**src/rtl/crc_share_arb.sv**
```systemverilog
// Round-robin arbiter sharing one CRC-32 engine among NUM_REQ requesters.
// Optional WAIT timeout abort is enabled by defining CRC_ARB_TIMEOUT_EN.
module crc_share_arb #(
  parameter int unsigned NUM_REQ = 4,
  parameter int unsigned DATA_W  = 320,
  parameter int unsigned TIMEOUT = 64
) (
  input  logic                      clk,
  input  logic                      rst,
  input  logic [NUM_REQ-1:0]        req_valid,
  input  logic [NUM_REQ*DATA_W-1:0] req_data,
  output logic [NUM_REQ-1:0]        req_ready,
  output logic [NUM_REQ-1:0]        rsp_valid,
  output logic [31:0]               rsp_crc,
  output logic                      rsp_err,
  output logic                      crc_valid,
  output logic [DATA_W-1:0]         crc_data,
  input  logic [31:0]               crc_result,
  input  logic                      crc_done,
  output logic                      busy
);
  localparam int unsigned PtrW = $clog2(NUM_REQ);
  localparam logic [PtrW:0] NReq = (PtrW+1)'(NUM_REQ);

  if (NUM_REQ < 2 || NUM_REQ > 8 || TIMEOUT < 2 || TIMEOUT > 256) begin : g_param_check
    $error("crc_share_arb: parameter out of range");
  end

  typedef enum logic [1:0] {StIdle = 2'd0, StIssue = 2'd1, StWait = 2'd2, StResp = 2'd3} state_e;

  state_e          state;
  logic [PtrW-1:0] ptr;
  logic [PtrW-1:0] idx;
  logic [PtrW-1:0] grant;
  logic            grant_any;
  logic [PtrW:0]   cand;

  // First pending requester at or after ptr, wrapping modulo NUM_REQ.
  always_comb begin
    grant     = '0;
    grant_any = 1'b0;
    cand      = '0;
    for (int unsigned off = 0; off < NUM_REQ; off++) begin
      cand = {1'b0, ptr} + (PtrW+1)'(off);
      if (cand >= NReq) cand = cand - NReq;
      if (!grant_any && req_valid[cand[PtrW-1:0]]) begin
        grant_any = 1'b1;
        grant     = cand[PtrW-1:0];
      end
    end
  end

  always_comb begin
    req_ready = '0;
    if (state == StIdle && grant_any) req_ready[grant] = 1'b1;
  end

`ifdef CRC_ARB_TIMEOUT_EN
  logic [7:0] wait_cnt;
  logic       err_q;
  assign rsp_err = err_q;
`else
  assign rsp_err = 1'b0;
`endif

  always_ff @(posedge clk) begin
    if (rst) begin
      state     <= StIdle;
      ptr       <= '0;
      idx       <= '0;
      rsp_valid <= '0;
      rsp_crc   <= '0;
      crc_valid <= 1'b0;
      crc_data  <= '0;
      busy      <= 1'b0;
`ifdef CRC_ARB_TIMEOUT_EN
      wait_cnt  <= '0;
      err_q     <= 1'b0;
`endif
    end else begin
      crc_valid <= 1'b0;
      rsp_valid <= '0;
`ifdef CRC_ARB_TIMEOUT_EN
      err_q     <= 1'b0;
`endif
      case (state)
        StIdle: begin
          if (grant_any) begin
            idx       <= grant;
            crc_data  <= req_data[DATA_W*32'(grant) +: DATA_W];
            crc_valid <= 1'b1;
            busy      <= 1'b1;
            state     <= StIssue;
          end
        end
        StIssue: begin
          state <= StWait;
`ifdef CRC_ARB_TIMEOUT_EN
          wait_cnt <= '0;
`endif
        end
        StWait: begin
          if (crc_done) begin
            rsp_crc        <= crc_result;
            rsp_valid[idx] <= 1'b1;
            state          <= StResp;
          end
`ifdef CRC_ARB_TIMEOUT_EN
          else if (wait_cnt == 8'(TIMEOUT - 1)) begin
            rsp_crc        <= 32'hFFFF_FFFF;
            err_q          <= 1'b1;
            rsp_valid[idx] <= 1'b1;
            state          <= StResp;
          end else begin
            wait_cnt <= wait_cnt + 8'd1;
          end
`endif
        end
        StResp: begin
          ptr   <= (32'(idx) == NUM_REQ - 1) ? '0 : idx + 1'b1;
          busy  <= 1'b0;
          state <= StIdle;
        end
        default: begin
          busy  <= 1'b0;
          state <= StIdle;
        end
      endcase
    end
  end

endmodule

```
**config.mk**
```make
export PLATFORM = sky130hd
export DESIGN_NAME = crc_share_arb
export DESIGN_NICKNAME = d
export VERILOG_FILES = /design/src/rtl/crc_share_arb.sv
export SDC_FILE = /design/constraint.sdc
export NUM_CORES = 1
export LEC_CHECK = 0
export CORE_AREA = 4 4 648 650
export CTS_BUF_LIST = sky130_fd_sc_hd__clkbuf_4 sky130_fd_sc_hd__clkbuf_8 sky130_fd_sc_hd__clkbuf_16
export DETAILED_ROUTE_END_ITERATION = 8
export DIE_AREA = 0 0 652 654
export PLACE_DENSITY = 0.3
export SETUP_SLACK_MARGIN = 0.5
export SYNTH_ARGS = -nofsm -noshare
export SYNTH_HDL_FRONTEND = slang
export SYNTH_SLANG_ARGS = --single-unit
```
**constraint.sdc**
```tcl
create_clock -name clk -period 2.3 [get_ports clk]
set_input_delay 0.345 -clock clk [delete_from_list [all_inputs] [get_ports clk]]
set_output_delay 0.345 -clock clk [all_outputs]
set_load 0.05 [all_outputs]
```
==> impl_metrics.env, run 1 <==
export IMPL_status="finished, violations left"
export IMPL_violations="negative setup slack"
export IMPL_syn_nets=3753
export IMPL_worstMarginPinSlew_ns=0.5961
export IMPL_drtIter0Drc=2446
export IMPL_p_per_area_nw_per_um2=874.8
export IMPL_clockRootBuffer="clkbuf_16"
export IMPL_dp_hpwl_um=308200
export IMPL_multi_input_area_um2=15480
export IMPL_finalCritPeriodShare_pct=119.0
export IMPL_synth_seq_cells=364
export IMPL_maxSlewViolCount=0
export IMPL_vias=32470
export IMPL_rsz0062_at_grt="yes"
export IMPL_cpPeakStageDelay_ns=0.54
export IMPL_clkSinkCount=364
export IMPL_grt_pass1_vias=31610
export IMPL_synth_compound_area_share_pct=31.54
export IMPL_crit_slowest_cell="clkdlybuf4s50_1"
export IMPL_p_leak_nw=21.41
export IMPL_synthDistinctLibCells=35
export IMPL_nNetsFinal=5763
export IMPL_numPortBuffers=1680
export IMPL_core_area_um2=413100
export IMPL_routed_wl_um=369200
export IMPL_yosysWarnings=0
export IMPL_peakVddDrop_uv=651.6
export IMPL_skew_ns=0.04809
export IMPL_yosysTopAreaCellShare_pct=34.71
export IMPL_synthSimpleGateAreaFrac_pct=10.01
export IMPL_first_pass_iters=5
export IMPL_antenna_left=0
export IMPL_synthMuxAreaShare_pct=17.31
export IMPL_hp_class="primary input to register"
export IMPL_worstPathCellList="clkdlybuf4s50_1, buf_4, buf_12, or3b_4, and3_4, buf_6, nor3_4, buf_12"
export IMPL_placed_cells=9658
export IMPL_syn_avg_cell_area_um2=8.654
export IMPL_die_y_um=654
export IMPL_grt_pass1_wl_um=432000
export IMPL_post_place_ws_ns=-1.065
export IMPL_critical_path_peak_fanout=5
export IMPL_numCtsBuffers=58
export IMPL_final_common_cell="clkdlybuf4s50_1"
export IMPL_viasPerCell=3.227
export IMPL_yosysTopAreaCell="dfxtp_1"
export IMPL_gp_congestion=0.9097
export IMPL_grt_overflow=0
export IMPL_syn_inst=2426
export IMPL_clock_path_buffers=3
export IMPL_async_flop_share_pct=0
export IMPL_ys_top_cells_by_area="dfxtp_1, a221o_1, mux2_1"
export IMPL_stdcell_count=10060
export IMPL_drc=0
export IMPL_antenna_found_initial=334
export IMPL_dominantRegCellSynth="dfxtp_1"
export IMPL_clock_fmax_ghz=0.3653
export IMPL_timing_setup_tns_ns=-70.97
export IMPL_layout_setup_ws_ns=-0.4375
export IMPL_wire_per_inst_um=36.69
export IMPL_crit_type="primary input to output pin"
export IMPL_layout_common_cells="clkdlybuf4s50_1, buf_4, a221o_1"
export IMPL_grt_max_degree=50
export IMPL_critical_path_required_ns=1.96
export IMPL_relSlewSlack_pct=60.13
export IMPL_drive_above_1_share_pct=37.83
export IMPL_tritoncts="done"
export IMPL_design_area_um2=56250
export IMPL_fp_row_count=236
export IMPL_die_w_um=652
export IMPL_hold_viol=0
export IMPL_final_util_pct=13.62
export IMPL_die_area_um2=426400
export IMPL_htreeDepth=2
export IMPL_finalSetupViolCount=319
export IMPL_area_growth_syn_to_layout_pct=167.9
export IMPL_crit_path_end_kind="output pin"
export IMPL_groute_usage_overall_pct=16.19
export IMPL_syn_area_um2=21000
export IMPL_synth_edf_count=0
export IMPL_clkTransAtPathRegs_ns=0.05
export IMPL_min_period_ns=2.738
export IMPL_regArea_um2=7378
export IMPL_synth_fa_ha_area_share_pct=0.4768
export IMPL_fillers=46820
export IMPL_initial_core_util_pct=5.082
export IMPL_cpMostUsedCell="buf_12"
export IMPL_placed_area_um2=48010
export IMPL_synth_top_family_by_area="compound AO/OA/AOI/OAI gates"
export IMPL_synth_xor_xnor_area_share_pct=0
export IMPL_startpoint_type="primary input"
export IMPL_crit_arrival_ns=2.39
export IMPL_ios=1682
export IMPL_max_cap_violations=0
export IMPL_yosysSeqAreaShare_pct=34.71
export IMPL_clk_latency_ns=0.77
[final timing paths]
kind                   to           from  slack, ns  depth (start not counted)
max          req_ready[0]   req_valid[3]      -0.44                          8
min reg2reg   rsp_crc[20]    rsp_crc[20]       0.46                          2
max reg2reg  crc_data[98]         ptr[0]      -0.37                         12
min            rsp_crc[2]  crc_result[2]       0.16                          3
[routing by layer]
| layer | up-vias | routed length [um] | GRT usage, % |
|---|---|---|---|
| met5 | - | 1330 | 0 |
| met4 | 206 | 13430 | 4.973 |
| met3 | 759 | 39910 | 8.088 |
| met2 | 1899 | 186600 | 29.29 |
| met1 | 15950 | 127900 | 16.12 |
| li1 | 13660 | - | - |
[flip-flops by register name, indices dropped and copies added (netlist names)]
register   cells
busy           1
crc_data     320
crc_valid      1
idx            2
ptr            2
rsp_crc       32
rsp_valid      4
state          2
[kinds of logic (layout without fill, tap and decap cells)]
family | count (synthesis) | count (layout)
AOI/OAI and AO/OA | 1000 | 1000
adders and majority gates | 8 | 8
buffers and inverters | 303 | 2363
DFF | 364 | 364
muxes | 323 | 323
other | 1 | 103
and+or+nand+nor | 427 | 427
[synth_stat cells (4+ instances only)]
library cell    n
dfxtp_1       364
a21oi_1       357
a221o_1       320
nand3_1       320
o21ai_0       320
mux2_1        226
clkbuf_1      200
mux2_2         94
buf_2          85
nand2_1        69
buf_1          12
nor2_1         11
ha_1            8
inv_1           5
nor3b_1         4
[metrics by stage]
stage	hold slack (ns)	power [W]
detailed placement	0.4508	0.03575
global placement	0.4470	0.03583
finish	0.1601	0.04920
CTS	0.04824	0.04893
floorplan	0.4810	0.02278
global route	0.1037	0.05099
[where the power goes]
part           internal [W]  switching, W  leakage [nW]
Sequential          0.00852       0.00175          3.02
Clock               0.00618       0.00419          1.06
Combinational        0.0114        0.0172          17.3
[timing repair]
action | CTS | global route
buffers inserted | 66 | 51
setup endpoints to repair | 662 | 558
resized for setup | 993 | 1177
hold buffers | 1 | 0
endpoints found under the hold margin | 1 | 0
cloned | 46 | 28
pin swaps | 44 | 111
[final cells by class]
class	count	share of cell area, %
diodes	102	0.4538
clock buffers	79	3.034
clock inverters	31	0.7519
inverters	5	0.03337
multi-input cells	1759	27.52
flip-flops and latches	364	13.12
well taps	5474	12.18
repair buffers	2248	42.91
[critical path, delay by kind of cell]
kind,cells,cell delay (ns)
buffers and inverters,5,1.23
AND/OR/NAND/NOR,3,0.80
No activity file was read; power rests on OpenSTA's default activity.
==> run 2, diff against run 1 <==
Settings changed: CAP_MARGIN set to 20, CTS_BUF_LIST sky130_fd_sc_hd__clkbuf_4 sky130_fd_sc_hd__clkbuf_8 sky130_fd_sc_hd__clkbuf_16 to not set.
==> run 2 against run 1 <==
The run still ends with negative setup slack left; total power barely moved; sequential share of layout area fell by 0.097 points; global-route usage barely moved; clock power barely moved; final area rose by 0.75%; register-to-register slack barely moved; critical path depth did not move.
==> impl_metrics.env, run 2 (synthesis results as in run 1) <==
export IMPL_status="finished, violations left"
export IMPL_violations="negative setup slack"
export IMPL_cpPeakStageDelay_ns=0.54
export IMPL_top_regs="crc_data: 320 flops, rsp_crc: 32 flops, rsp_valid: 4 flops"
export IMPL_fp_row_count=236
export IMPL_drtIter0Drc=2494
export IMPL_die_y_um=654
export IMPL_crit_arrival_ns=2.41
export IMPL_largest_register="crc_data"
export IMPL_routed_wl_um=371500
export IMPL_grt_overflow=0
export IMPL_path_depth=8
export IMPL_largest_register_ff_count=320
export IMPL_peakVddDrop_uv=656.3
export IMPL_grt_max_degree=50
export IMPL_antenna_left=0
export IMPL_finalCritPeriodShare_pct=119.7
export IMPL_critical_path_peak_fanout=5
export IMPL_final_util_pct=13.72
export IMPL_groute_usage_overall_pct=16.19
export IMPL_gp_congestion=0.9097
export IMPL_rsz0062_at_grt="yes"
export IMPL_startpoint="req_valid[3]"
export IMPL_cp_buffers_inverters=5
export IMPL_layout_setup_ws_ns=-0.4523
export IMPL_p_leak_nw=21.57
export IMPL_worstReg2RegEnd="crc_data[98]"
export IMPL_numPortBuffers=1680
export IMPL_clock_fmax_ghz=0.3633
export IMPL_p_per_area_nw_per_um2=868.9
export IMPL_worstPathCellList="clkdlybuf4s50_1, buf_4, buf_12, or3b_4, and3_4, buf_6, nor3_4, buf_12"
export IMPL_htreeDepth=2
export IMPL_r2r_setup_slack_ns=-0.37
export IMPL_maxSlewViolCount=0
export IMPL_multi_input_area_um2=15980
export IMPL_die_w_um=652
export IMPL_vias=32570
export IMPL_clkSinkCount=364
export IMPL_nNetsFinal=5764
export IMPL_regArea_um2=7378
export IMPL_final_common_cell="clkdlybuf4s50_1"
export IMPL_crit_slowest_cell="clkdlybuf4s50_1"
export IMPL_cpMostUsedCell="buf_12"
export IMPL_reg2reg_from="ptr[0]"
export IMPL_max_cap_violations=0
export IMPL_grt_pass1_vias=31640
export IMPL_relSlewSlack_pct=60.21
export IMPL_clk_latency_ns=0.77
export IMPL_r2r_cells=12
export IMPL_hold_viol=0
export IMPL_clockRootBuffer="clkbuf_16"
export IMPL_drc=0
export IMPL_layout_common_cells="clkdlybuf4s50_1, buf_4, a221o_1"
export IMPL_skew_ns=0.05189
export IMPL_critical_path_required_ns=1.96
export IMPL_crit_path_end_kind="output pin"
export IMPL_critPathTopFamily="buffers and inverters"
export IMPL_die_area_um2=426400
export IMPL_placed_area_um2=48010
export IMPL_grt_pass1_wl_um=432100
export IMPL_clock_path_buffers=3
export IMPL_core_area_um2=413100
export IMPL_antenna_found_initial=335
export IMPL_worstMarginPinSlew_ns=0.5950
export IMPL_numCtsBuffers=58
export IMPL_clkTransAtPathRegs_ns=0.05
export IMPL_initial_core_util_pct=5.082
export IMPL_crit_type="primary input to output pin"
export IMPL_viasPerCell=3.236
export IMPL_startpoint_type="primary input"
export IMPL_fillers=46790
export IMPL_area_growth_syn_to_layout_pct=169.9
export IMPL_hp_class="primary input to register"
export IMPL_design_area_um2=56660
export IMPL_first_pass_iters=7
export IMPL_ios=1682
export IMPL_finalSetupViolCount=324
export IMPL_tritoncts="done"
export IMPL_drive_above_1_share_pct=38.73
export IMPL_dp_hpwl_um=308200
export IMPL_min_period_ns=2.752
export IMPL_crit_path_end="req_ready[0]"
export IMPL_wire_per_inst_um=36.91
## run 2: changes by cell type in the layout (fill, tap and decap cells not counted), moves of 15 or more
cell / delta
nand3_1: -58
o21ai_0: +54
nand3_2: +30
buf_4: +28
nand3_4: +28
o21ai_2: -27
o21ai_1: -26
a21oi_1: -19
clkbuf_4: -19
a21oi_2: +15
buf_6: -15
## run 2: stage by stage
| step | worst slack [ns] | power, W | cells | hold slack, ns | setup TNS [ns] |
|---|---|---|---|---|---|
| 3_5_place_dp | -1.065 | 0.03575 | 9658 | 0.4508 | -237.42 |
| 5_1_grt | -0.5025 | 0.05099 | 10030 | 0.1037 | -88.60 |
| 6_report | -0.4523 | 0.04924 | 10060 | 0.1541 | -73.91 |
| 2_1_floorplan | 0.1569 | 0.02278 | 2426 | 0.4810 | 0 |
| 3_3_place_gp | -1.122 | 0.03583 | 9658 | 0.4470 | -248.87 |
| 4_1_cts | -0.5194 | 0.04883 | 9885 | 0.04824 | -36.67 |
## run 2: power breakdown
group,total (W),internal [W],switching (W)
combinational,0.0287,0.0114,0.0173
clock,0.0103,0.00607,0.00420
sequential,0.0103,0.00852,0.00174
## run 2: worst min-delay path by stage
stage | start | end | slack, ns | cells after the start
4_1_cts | rst | rsp_crc[8] | 0.05 | 3
5_1_grt | rst | rsp_crc[8] | 0.10 | 3
2_1_floorplan | crc_result[0] | rsp_crc[0] | 0.48 | 2
3_3_place_gp | rsp_crc[28] | rsp_crc[28] | 0.45 | 2
6_report | crc_result[2] | rsp_crc[2] | 0.15 | 3
3_5_place_dp | rsp_crc[17] | rsp_crc[17] | 0.45 | 2
## run 2: final cells by class
class	count	area share [%]
diodes	103	0.4549
clock buffers	79	2.952
clock inverters	31	0.7463
inverters	5	0.03312
multi-input cells	1759	28.20
flip-flops and latches	364	13.02
well taps	5474	12.09
repair buffers	2249	42.51
## run 2: metal layers
metal,GRT usage [%],wire length (um),vias to the layer above
met4,5.028,13570,224
li1,-,-,13650
met5,0,1532,-
met2,29.27,188600,2014
met3,8.224,42600,784
met1,16.04,125200,15900
## run 2: timing repair
item,in CTS,in global routing
endpoints found under the setup margin,662,546
resized for setup,1084,1109
setup buffers,70,43
hold buffers,1,0
pin swaps,42,111
hold endpoints to repair,1,0
gates cloned,46,33
## run 2: worst reg2reg max path: stages, from the launching register on
cell and delay, ns:
dfxtp_4 0.38, nor2b_4 0.06, nor4_4 0.36, nor2_4 0.09
buf_6 0.12, buf_6 0.10, buf_6 0.11, buf_16 0.15
buf_12 0.19, buf_16 0.17, buf_16 0.18, mux2_4 0.35
a221o_1 0.30
